$ cat src/rtl/seg7_scan_counter.sv
// Multi-digit BCD up/down counter with prescaled stepping and a time-multiplexed
// seven-segment display driver with leading-zero blanking.
module seg7_scan_counter #(
   parameter int unsigned DIGITS     = 4,
   parameter int unsigned TICK_DIV   = 1000,
   parameter int unsigned SCAN_DIV   = 250,
   parameter bit          ACTIVE_LOW = 1'b0
) (
   input  logic                  clk,
   input  logic                  rst_n,
   input  logic                  ena,
   input  logic                  count_en,
   input  logic                  up_dn,
   input  logic                  load,
   input  logic [4*DIGITS-1:0]   load_val,
   output logic [6:0]            seg,
   output logic [DIGITS-1:0]     dig_sel,
   output logic [4*DIGITS-1:0]   count,
   output logic                  wrap
);

   localparam int unsigned CW = 4 * DIGITS;
   localparam int unsigned PW = (TICK_DIV > 1) ? $clog2(TICK_DIV) : 1;
   localparam int unsigned SW = (SCAN_DIV > 1) ? $clog2(SCAN_DIV) : 1;
   localparam int unsigned IW = (DIGITS > 1) ? $clog2(DIGITS) : 1;

   // Output polarity masks; applied only where the display registers are loaded.
   localparam logic [6:0]        POL7    = {7{ACTIVE_LOW}};
   localparam logic [DIGITS-1:0] POLD    = {DIGITS{ACTIVE_LOW}};
   localparam logic [6:0]        SEG_RST = 7'b0111111 ^ POL7;
   localparam logic [DIGITS-1:0] DIG_RST = DIGITS'(1) ^ POLD;

   logic [PW-1:0]     presc_q, presc_d;
   logic [SW-1:0]     scan_q, scan_d;
   logic [IW-1:0]     idx_q, idx_d;
   logic [CW-1:0]     count_q, count_d;
   logic              wrap_q, wrap_d;
   logic [6:0]        seg_q, seg_d;
   logic [DIGITS-1:0] dig_sel_q, dig_sel_d;

   logic              tick_c;
   logic              step_c;
   logic              carry;
   logic              hi_nz;
   logic              blank;
   logic [3:0]        nib;
   logic [3:0]        cur_dig;
   logic [CW-1:0]     load_san;
   logic [CW-1:0]     stepped;

   function automatic logic [6:0] dec7(input logic [3:0] d);
      logic [6:0] s;
      case (d)
         4'd0:    s = 7'b0111111;
         4'd1:    s = 7'b0000110;
         4'd2:    s = 7'b1011011;
         4'd3:    s = 7'b1001111;
         4'd4:    s = 7'b1100110;
         4'd5:    s = 7'b1101101;
         4'd6:    s = 7'b1111101;
         4'd7:    s = 7'b0000111;
         4'd8:    s = 7'b1111111;
         4'd9:    s = 7'b1101111;
         default: s = 7'b0000000;
      endcase
      return s;
   endfunction

   // Next-state logic for prescaler, counter, scan index and display registers.
   always_comb begin
      presc_d   = presc_q;
      count_d   = count_q;
      wrap_d    = 1'b0;
      scan_d    = scan_q;
      idx_d     = idx_q;
      seg_d     = seg_q;
      dig_sel_d = dig_sel_q;
      load_san  = '0;
      stepped   = '0;
      carry     = 1'b1;
      hi_nz     = 1'b0;
      nib       = '0;
      cur_dig   = '0;

      tick_c = ena && (presc_q == PW'(TICK_DIV - 1));
      step_c = tick_c && count_en && !load;

      for (int i = 0; i < int'(DIGITS); i++) begin
         nib = load_val[4*i +: 4];
         load_san[4*i +: 4] = (nib > 4'd9) ? 4'd0 : nib;
      end

      // Ripple carry/borrow through the BCD digits; carry out marks a wrap.
      for (int i = 0; i < int'(DIGITS); i++) begin
         nib = count_q[4*i +: 4];
         if (!carry) begin
            stepped[4*i +: 4] = nib;
         end else if (up_dn) begin
            if (nib == 4'd9) begin
               stepped[4*i +: 4] = 4'd0;
            end else begin
               stepped[4*i +: 4] = nib + 4'd1;
               carry = 1'b0;
            end
         end else begin
            if (nib == 4'd0) begin
               stepped[4*i +: 4] = 4'd9;
            end else begin
               stepped[4*i +: 4] = nib - 4'd1;
               carry = 1'b0;
            end
         end
      end

      if (ena) begin
         if (load || tick_c) begin
            presc_d = '0;
         end else begin
            presc_d = presc_q + PW'(1);
         end

         if (load) begin
            count_d = load_san;
         end else if (step_c) begin
            count_d = stepped;
            wrap_d  = carry;
         end

         if (scan_q == SW'(SCAN_DIV - 1)) begin
            scan_d = '0;
            idx_d  = (idx_q == IW'(DIGITS - 1)) ? '0 : idx_q + IW'(1);
         end else begin
            scan_d = scan_q + SW'(1);
         end
      end

      // Blank a digit when it and every more significant digit are zero.
      for (int i = 0; i < int'(DIGITS); i++) begin
         if ((IW'(i) >= idx_q) && (count_q[4*i +: 4] != 4'd0)) begin
            hi_nz = 1'b1;
         end
      end
      blank   = (idx_q != '0) && !hi_nz;
      cur_dig = count_q[4*idx_q +: 4];

      if (ena) begin
         seg_d     = (blank ? 7'b0000000 : dec7(cur_dig)) ^ POL7;
         dig_sel_d = (DIGITS'(1) << idx_q) ^ POLD;
      end
   end

   always_ff @(posedge clk or negedge rst_n) begin
      if (!rst_n) begin
         presc_q   <= '0;
         scan_q    <= '0;
         idx_q     <= '0;
         count_q   <= '0;
         wrap_q    <= 1'b0;
         seg_q     <= SEG_RST;
         dig_sel_q <= DIG_RST;
      end else begin
         presc_q   <= presc_d;
         scan_q    <= scan_d;
         idx_q     <= idx_d;
         count_q   <= count_d;
         wrap_q    <= wrap_d;
         seg_q     <= seg_d;
         dig_sel_q <= dig_sel_d;
      end
   end

   assign seg     = seg_q;
   assign dig_sel = dig_sel_q;
   assign count   = count_q;
   assign wrap    = wrap_q;

endmodule
$ cat config.mk
export PLATFORM = sky130hd
export DESIGN_NAME = seg7_scan_counter
export DESIGN_NICKNAME = d
export VERILOG_FILES = /design/src/rtl/seg7_scan_counter.sv
export SDC_FILE = /design/constraint.sdc
export NUM_CORES = 1
export LEC_CHECK = 0
export CORE_ASPECT_RATIO = 1.5
export CORE_MARGIN = 4
export CORE_UTILIZATION = 45
export CTS_CLUSTER_SIZE = 30
export DETAILED_ROUTE_END_ITERATION = 6
export GPL_ROUTABILITY_DRIVEN = 0
export GPL_TIMING_DRIVEN = 0
export HOLD_SLACK_MARGIN = 0.1
export PLACE_DENSITY = 0.72
export SYNTH_ARGS = -nofsm -noshare
export SYNTH_HDL_FRONTEND = slang
export SYNTH_SLANG_ARGS = --single-unit
$ cat constraint.sdc
create_clock -name clk -period 2.9 [get_ports clk]
set_clock_uncertainty 0.1 [all_clocks]
set_input_delay 0.29 -clock clk [delete_from_list [all_inputs] [get_ports clk]]
set_output_delay 0.29 -clock clk [all_outputs]
set_load 0.02 [all_outputs]
==> results_dict.tcl, run 1 <==
set metrics [dict create \
    cts_setup_buffers 0 \
    yosysSeqAreaShare_pct 35.25 \
    area_growth_pct 21.07 \
    max_freq_ghz 0.3857 \
    path_buf_inv 1 \
    cts_buffers 5 \
    viasPerCell 5.705 \
    worst_pin_slew_ns 0.7183 \
    die_w_um 79.31 \
    nFillCells 697 \
    clk_latency_ns 0.31 \
    clkPwrFrac_pct 18.5 \
    switchingPower_mw 0.8862 \
    antenna_cells 0 \
    netlist_top_cells_area "dfrtp_1 (30%), dfstp_2 (5.4%), ha_1 (4.4%), xnor2_1 (4.1%), nor2_1 (3.9%)" \
    post-route-drc-count 0 \
    cp.required_ns 3.00 \
    rsz0062_at_grt "false" \
    rr_endpoint "count[3]" \
    fp.coreArea_um2 7322 \
    critPathMaxStageDelay_ns 0.60 \
    ant_nets 0 \
    syn_area_per_cell_um2 8.559 \
    slowest_stage "o41ai_1" \
    irDropWorstVdd_mv 0.3449 \
    clock_path_buffers 2 \
    synth_top_family_by_area "simple AND/OR/NAND/NOR gates" \
    status "finished clean" \
    power_mw 2.307 \
    grt_max_degree 36 \
    overflow 0 \
    clock_sinks 48 \
    synth_compound_area_share_pct 19.39 \
    fp.dieArea_um2 9117 \
    hold_class "in -> async" \
    h-tree-depth 2 \
    stdcell_count 559 \
    synthCells 401 \
    netlist_area_um2 3432 \
    power_leakage_nw 1.689 \
    synth_mux_area_share_pct 7.729 \
    cts_tree "yes" \
    cp.arrival_ns 2.70 \
    drv_slew 0 \
    die_h_um 115.0 \
    cp_max_fo 10 \
    grt_pass1_vias 3181 \
    vias 3189 \
    ys.flop_type "dfrtp_1" \
    synth_top_cell_by_area "dfrtp_1" \
    synth_edf_count 0 \
    synth_warnings 0 \
    layout-drive-gt1-share_pct 8.279 \
    route.detailed.wl_per_inst_um 15.79 \
    swShare_pct 38.42 \
    synthXorXnorAreaFrac_pct 5.104 \
    setup-violations-final 0 \
    p_int_mw 1.420 \
    totalWireLength_um 8826 \
    first_pass_iters 4 \
    cts_root_buf "clkbuf_8" \
    final-hold-violation-count 0 \
    power_frac_comb_pct 41.4 \
    finish.utilization_pct 56.75 \
    initial_core_util_pct 46.87 \
    antenna_found_initial 0 \
    final.period_utilization_pct 89.41 \
    rrSetupSlack_ns 0.31 \
    drt_iter0_markers 139 \
    hpwlAfterDp_um 6676 \
    path_clk_slew_ns 0.10 \
    critPathLaunch "presc_q[0]" \
    nets 492 \
    reg2reg_from "presc_q[0]" \
    reg2reg_depth 5 \
    port_buffers 48 \
    slew_headroom_pct 51.75 \
    maxCapViolCount 0 \
    pin_count 50 \
    timing_worst_setup_path_type "reg -> reg" \
    yosys.area.top_type_share_pct 29.89 \
    grt_pass1_wl_um 14600 \
    synth-simple-area-share_pct 21.58 \
    crit_chain "ha_1, nand4b_2, o41ai_1, clkbuf_1, mux2_2" \
    p_per_area_nw_per_um2 555.1 \
    num_rows 38 \
    synth.distinct_cells 61 \
    grtUsageTotal_pct 20.04 \
    synth_fa_ha_area_share_pct 4.375 \
    crit_path_end_kind "flip-flop" \
    critPathTopFamily "compound AO/OA/AOI/OAI gates" \
    async_flop_share_pct 100.0 \
    synth_nets 435 \
    min_period_ns 2.593 \
    placedCellCount 550 \
    p_seq_share_pct 40.2 \
    ys_ff_latch 48 \
    worstSetupStartpointType "flip-flop" \
]
==> what timing repair did <==
action	in CTS	in global routing
gates resized for setup	0	0
hold buffers	1	0
endpoints found under the hold margin	13	0
==> placed cells by master (no fill, tap or decap), drive strengths merged, types with 4 or more instances in the layout <==
cell type | netlist | routed
nand4 | 8 | 8
nor2 | 36 | 36
dfrtp | 41 | 41
mux4 | 4 | 4
and2 | 5 | 5
nor2b | 6 | 6
nand3b | 4 | 4
xnor2 | 16 | 16
a31oi | 5 | 5
nand2b | 5 | 5
clkbuf | 26 | 32
nand2 | 30 | 30
mux2 | 12 | 12
clkdlybuf4s50 | 0 | 47
nand3 | 8 | 8
o31a | 4 | 4
dfstp | 7 | 7
inv | 24 | 24
xor2 | 4 | 4
and3 | 9 | 9
o21ai | 32 | 32
nor4 | 6 | 6
a21oi | 16 | 16
mux2i | 4 | 4
o22ai | 10 | 10
o31ai | 7 | 7
o211ai | 4 | 4
buf | 8 | 10
ha | 12 | 12
nor3 | 13 | 13
==> cell families after synthesis <==
kind of cell	Yosys count
AO/OA/AOI/OAI	103
XOR/XNOR	20
adder cells (fa/ha/maj)	12
buffers and inverters	59
flip-flops	48
multiplexers	20
AND/OR/NAND/NOR	139
==> flip-flops by register name, indices dropped and copies added (netlist names) <==
signal	cells
scan_q	8
wrap	1
dig_sel	4
count	16
seg	7
idx_q	2
presc_q	10
==> cell type report <==
| class | count | area, um2 | area share (%) |
|---|---|---|---|
| multi-input cells | 294 | 1997 | 48.06 |
| plain buffers | 34 | 131.4 | 3.162 |
| inverters | 25 | 93.84 | 2.258 |
| clock inverters | 2 | 10.01 | 0.2409 |
| flip-flops and latches | 48 | 1210 | 29.12 |
| well taps | 100 | 125.1 | 3.011 |
| clock buffers | 6 | 82.58 | 1.987 |
| repair buffers | 50 | 505.5 | 12.17 |
==> how the worst max path moves through the flow <==
stage                     slack [ns]  cells past startpoint          to
after floorplan                 0.67                      6    count[9]
after global placement         -0.01                      1  presc_q[4]
after detailed placement        0.12                      8    count[3]
after CTS                       0.35                      5    count[3]
after global routing            0.17                      5    count[3]
final                           0.31                      5    count[3]
==> power groups by stage <==
stage / combinational (mW) / sequential [mW] / clock (mW)
2_1_floorplan: 0.564 / 0.992 / 0
3_3_place_gp: 0.923 / 0.931 / 0
3_5_place_dp: 0.950 / 0.937 / 0
4_1_cts: 0.954 / 0.925 / 0.439
5_1_grt: 1.06 / 0.944 / 0.467
6_report: 0.954 / 0.927 / 0.426
==> per-stage QoR <==
stage	instance area (um2)	hold WS, ns	setup WS [ns]	setup TNS, ns
after global routing	4155	0.3406	0.1707	0
after global placement	4038	0.3642	-0.01200	-0.3548
after detailed placement	4053	0.1139	0.1151	0
after floorplan	3432	-0.1056	0.6682	0
after CTS	4155	0.3214	0.3459	0
final	4155	0.3067	0.3071	0
==> cells in the mapped netlist (5+ instances only) <==
library cell   n
nor4_1         5
nand2_1       30
o22ai_1       10
nor2b_1        6
o31ai_1        7
a31oi_1        5
and2_1         5
inv_1         24
dfrtp_1       41
dfstp_2        7
clkbuf_1      26
nand4_1        7
o21ai_1        8
o21ai_0       24
nand3_1        8
nor3_1        12
mux2_2         8
ha_1          12
buf_1          5
a21oi_1       16
nor2_1        36
nand2b_1       5
and3_1         9
xnor2_1       16
==> layer usage <==
metal  global-route usage [%]  routed length (um)  vias to the layer above
met2                    36.90                4798                       85
met5                        0                   0                        -
met1                    23.11                3530                     1540
met4                    7.798                 127                        0
li1                         -                   -                     1551
met3                    2.900                 369                       13
No activity file was read; power rests on OpenSTA's default activity.
==> run 2, diff against run 1 <==
--- a/config.mk
+++ b/config.mk
@@ -5,7 +5,6 @@
 export SDC_FILE = /design/constraint.sdc
 export NUM_CORES = 1
 export LEC_CHECK = 0
-export CORE_ASPECT_RATIO = 1.5
 export CORE_MARGIN = 4
 export CORE_UTILIZATION = 45
 export CTS_CLUSTER_SIZE = 30
==> run 2 against run 1 <==
Cell count is 0.18% lower. Hold slack worse by 0.0067 ns. Global-route usage is 0.43 points higher. Sequential share of layout area is 0.19 points lower. Largest cell class unchanged. Count of clock-buffer cells in the layout stayed put. Largest power group unchanged.
==> results_dict.tcl, run 2 (synthesis gave the netlist of run 1 again) <==
set metrics [dict create \
    antenna_cells 0 \
    final_common_cell "clkdlybuf4s50_1" \
    initial_core_util_pct 46.82 \
    grt_pass1_wl_um 14720 \
    die_h_um 95.33 \
    first_pass_iters 6 \
    num_rows 31 \
    rr_endpoint "count[9]" \
    max_freq_ghz 0.3880 \
    post-route-drc-count 0 \
    timing_worst_setup_path_type "in -> reg" \
    power_frac_comb_pct 39.6 \
    worst_pin_slew_ns 0.6317 \
    p_int_mw 1.512 \
    ant_nets 0 \
    ff_latch_area_um2 1210 \
    port_buffers 48 \
    grtUsageTotal_pct 20.47 \
    cp_max_fo 10 \
    cts_tree "yes" \
    clkPwrFrac_pct 22.3 \
    fp.dieArea_um2 9088 \
    switchingPower_mw 0.9081 \
    layout-drive-gt1-share_pct 8.279 \
    reg2reg_depth 6 \
    hpwlAfterDp_um 6428 \
    pin_count 50 \
    setup-tns-final_ns 0 \
    cp.arrival_ns 2.73 \
    min_period_ns 2.578 \
    drt_iter0_markers 313 \
    drv_slew 0 \
    nFillCells 645 \
    clk_latency_ns 0.31 \
    final.period_utilization_pct 88.88 \
    cts_buffers 5 \
    cts_root_buf "clkbuf_8" \
    clock_sinks 48 \
    route.detailed.wl_per_inst_um 15.88 \
    totalWireLength_um 8860 \
    p_per_area_nw_per_um2 578.5 \
    h-tree-depth 2 \
    placedCellCount 549 \
    cp.required_ns 3.05 \
    cts_resized 0 \
    crit_path_end_kind "flip-flop" \
    grt_pass1_vias 3021 \
    maxCapViolCount 0 \
    power_leakage_nw 1.700 \
    swShare_pct 37.53 \
    worstSetupStartpointType "input pin" \
    clock_path_buffers 2 \
    vias 3204 \
    setup-violations-final 0 \
    die_w_um 95.33 \
    area_growth_pct 21.87 \
    cts_setup_buffers 0 \
    hold_slack_ns 0.2999 \
    critPathLaunch "up_dn" \
    hold_class "in -> async" \
    final_cell_mix "clkdlybuf4s50_1 (47), dfrtp_1 (41), nor2_1 (36)" \
    multi_input_area_um2 1997 \
    reg2reg_from "presc_q[0]" \
    viasPerCell 5.742 \
    rrSetupSlack_ns 0.36 \
    overflow 0 \
    irDropWorstVdd_mv 0.2889 \
    finish.utilization_pct 57.06 \
    detailedPlace.worstSlack_ns 0.06018 \
    final-hold-violation-count 0 \
    slew_headroom_pct 57.56 \
    crit_path_end "wrap" \
    grt_max_degree 37 \
    status "finished clean" \
    rsz0062_at_grt "false" \
    path_clk_slew_ns 0.10 \
    largest_register_ffs 16 \
    nets 492 \
    fin_ws_ns 0.3225 \
    p_seq_share_pct 38.1 \
    fp.coreArea_um2 7331 \
    antenna_found_initial 0 \
    stdcell_count 558 \
]
[run 2: cell count changes in the layout (fill, tap and decap cells not counted), sizes merged]
cell,change
bufinv,+1
clkinv,-1
[run 2: layer usage]
layer  part of all wire, %  global-route usage [%]  wire length (um)
met5                     0                       0                 0
met4                   1.4                   7.212               121
met3                   4.8                   2.368               427
met2                    46                   31.72              4084
met1                    48                   29.46              4227
[run 2: cell type report]
| type | instances | share of cell area [%] |
|---|---|---|
| Sequential cell | 48 | 28.93 |
| Timing Repair Buffer | 50 | 12.08 |
| Multi-Input combinational cell | 294 | 47.74 |
| Clock inverter | 2 | 0.9273 |
| Clock buffer | 6 | 1.974 |
| Buffer | 34 | 3.141 |
| Inverter | 25 | 2.243 |
| Tap cell | 99 | 2.961 |
[run 2: stage by stage]
stage,power [mW],instance area (um2)
floorplan,1.556,3432
global placement,1.855,4036
detailed placement,1.879,4051
CTS,2.424,4183
global route,2.576,4183
finish,2.420,4183
[run 2: worst max-delay path: stages]
cell and delay [ns]:
clkdlybuf4s50_1 0.51, clkbuf_1 0.38, clkbuf_1 0.40, buf_2 0.31
nand3_1 0.11, a2111oi_0 0.53, and2_1 0.20
[run 2: worst min-delay path by stage]
stage                     to  slack, ns  cells past startpoint   start
detailed placement  count[6]       0.12                      1   rst_n
finish              count[7]       0.30                      2   rst_n
CTS                 count[0]       0.31                      2   rst_n
floorplan           count[0]      -0.11                      0   rst_n
global placement      seg[3]       0.37                      2  seg[3]
global route        count[6]       0.33                      2   rst_n
[run 2: timing repair]
action,CTS,global route
hold buffers,1,0
setup endpoints to repair,0,0
endpoints found under the hold margin,12,0
[run 2: power groups by stage]
| stage | sequential [mW] | clock, mW | combinational (mW) |
|---|---|---|---|
| floorplan | 0.992 | 0 | 0.564 |
| global placement | 0.929 | 0 | 0.927 |
| detailed placement | 0.933 | 0 | 0.946 |
| CTS | 0.920 | 0.548 | 0.955 |
| global route | 0.941 | 0.569 | 1.07 |
| finish | 0.922 | 0.539 | 0.959 |
==> run 3, diff against run 2 <==
--- a/config.mk
+++ b/config.mk
@@ -13,6 +13,7 @@
 export GPL_TIMING_DRIVEN = 0
 export HOLD_SLACK_MARGIN = 0.1
 export PLACE_DENSITY = 0.72
+export SETUP_SLACK_MARGIN = 0.05
 export SYNTH_ARGS = -nofsm -noshare
 export SYNTH_HDL_FRONTEND = slang
 export SYNTH_SLANG_ARGS = --single-unit
==> run 3 against run 2 <==
Utilization hardly changed. Count of clock-buffer cells in the layout is the same. Hold slack lost 0.0066 ns. First-iteration DRC count decreased by 2.9%. Cell count unchanged.
==> results_dict.tcl, run 3 (synthesis gave the netlist of run 1 again) <==
set metrics [dict create \
    worstSetupStartpointType "flip-flop" \
    ff_latch_area_um2 1210 \
    route.detailed.wl_per_inst_um 15.85 \
    status "finished clean" \
    final_cell_mix "clkdlybuf4s50_1 (47), dfrtp_1 (41), nor2_1 (36)" \
    cp_max_fo 7 \
    grt_most_used_layer "met2" \
    final_common_cell "clkdlybuf4s50_1" \
    rrSetupSlack_ns 0.35 \
    slew_headroom_pct 59.27 \
    rsz0062_at_grt "false" \
    placedCellCount 549 \
    reg2reg_depth 6 \
    antenna_found_initial 0 \
    post-route-drc-count 0 \
    crit_path_end_kind "flip-flop" \
    final.period_utilization_pct 88.02 \
    clock_path_buffers 2 \
    power_leakage_nw 1.700 \
    nFillCells 644 \
    multi_input_area_um2 1998 \
    nets 492 \
    vias 3206 \
    hold_class "in -> async" \
    timing_worst_setup_path_type "reg -> reg" \
    power_mw 2.422 \
    cts_setup_buffers 0 \
    finish.utilization_pct 57.07 \
    totalWireLength_um 8843 \
    die_w_um 95.33 \
    final-hold-violation-count 0 \
    drv_slew 0 \
    irDropWorstVdd_mv 0.2881 \
    p_per_area_nw_per_um2 578.8 \
    use_met1_pct 29.46 \
    grt_max_degree 37 \
    min_period_ns 2.553 \
    grt_use_met3_pct 2.368 \
    ant_nets 0 \
    die_h_um 95.33 \
    clock_sinks 48 \
    layout-drive-gt1-share_pct 8.279 \
    h-tree-depth 2 \
    cts_tree "yes" \
    crit_chain "ha_1, nand4b_2, or4_4, nor3_4, o21ai_1, a221o_1" \
    hpwlAfterDp_um 6428 \
    cp.required_ns 3.01 \
    fp.dieArea_um2 9088 \
    fp.coreArea_um2 7331 \
    overflow 0 \
    maxCapViolCount 0 \
    cp.arrival_ns 2.66 \
    drt_iter0_markers 304 \
    area_growth_pct 21.91 \
    setup-tns-final_ns 0 \
    grt_pass1_wl_um 14720 \
    setup-violations-final 0 \
    path_clk_slew_ns 0.10 \
    largest_register_ffs 16 \
    clk_latency_ns 0.32 \
    cts_root_buf "clkbuf_8" \
    reg2reg_from "presc_q[0]" \
    slowest_stage "or4_4" \
    initial_core_util_pct 46.82 \
    use_met2_pct 31.72 \
    stdcell_count 558 \
    cts_buffers 5 \
    hold_slack_ns 0.2933 \
    first_pass_iters 5 \
    worst_pin_slew_ns 0.6063 \
    max_freq_ghz 0.3918 \
    port_buffers 48 \
    num_rows 31 \
    rr_endpoint "count[9]" \
    antenna_cells 0 \
    grtUsageTotal_pct 20.47 \
    pin_count 50 \
    viasPerCell 5.746 \
    grt_pass1_vias 3021 \
    critPathMaxStageDelay_ns 0.58 \
]
## run 3: cell counts in the layout (fill, tap and decap cells not counted)
No cell type changed its count.
## run 3: worst max path at each step
stage | startpoint | endpoint
CTS | presc_q[0] | count[9]
global placement | rst_n | scan_q[4]
finish | presc_q[0] | count[9]
floorplan | presc_q[0] | count[9]
detailed placement | up_dn | wrap
global route | up_dn | wrap
## run 3: final cells by class
type	count	share of cell area (%)
Buffer	34	3.140
Clock buffer	6	1.974
Clock inverter	2	0.9270
Inverter	25	2.243
Multi-Input combinational cell	294	47.76
Sequential cell	48	28.92
Tap cell	99	2.961
Timing Repair Buffer	50	12.08
## run 3: per-layer routing
| metal | vias to the layer above | part of all wire, % | wire length [um] |
|---|---|---|---|
| li1 | 1551 | - | - |
| met4 | 0 | 2.0 | 173 |
| met3 | 21 | 5.6 | 496 |
| met2 | 116 | 46 | 4035 |
| met5 | - | 0 | 0 |
| met1 | 1518 | 47 | 4138 |
## run 3: power breakdown
part           leakage (nW)  switching (mW)  internal, mW
clock                0.0614           0.259         0.283
sequential            0.583           0.116         0.805
combinational          1.06           0.534         0.424
## run 3: per-stage QoR
step / setup slack, ns / cell area [um2]
after CTS: 0.3837 / 4183
final: 0.3474 / 4184
after floorplan: 0.6682 / 3432
after detailed placement: 0.06018 / 4051
after global routing: 0.1361 / 4184
after global placement: -0.04114 / 4036
## run 3: timing repair
action | CTS | global route
endpoints found under the setup margin | 0 | 1
hold endpoints to repair | 12 | 0
hold buffers | 1 | 0
resized for setup | 0 | 1
## run 3: worst max-delay path, delay by kind of cell (launching register included)
family	cells	cell delay (ns)
simple gates	3	1.17
fa+ha+maj	1	0.30
compound gates	2	0.49
flops	1	0.40
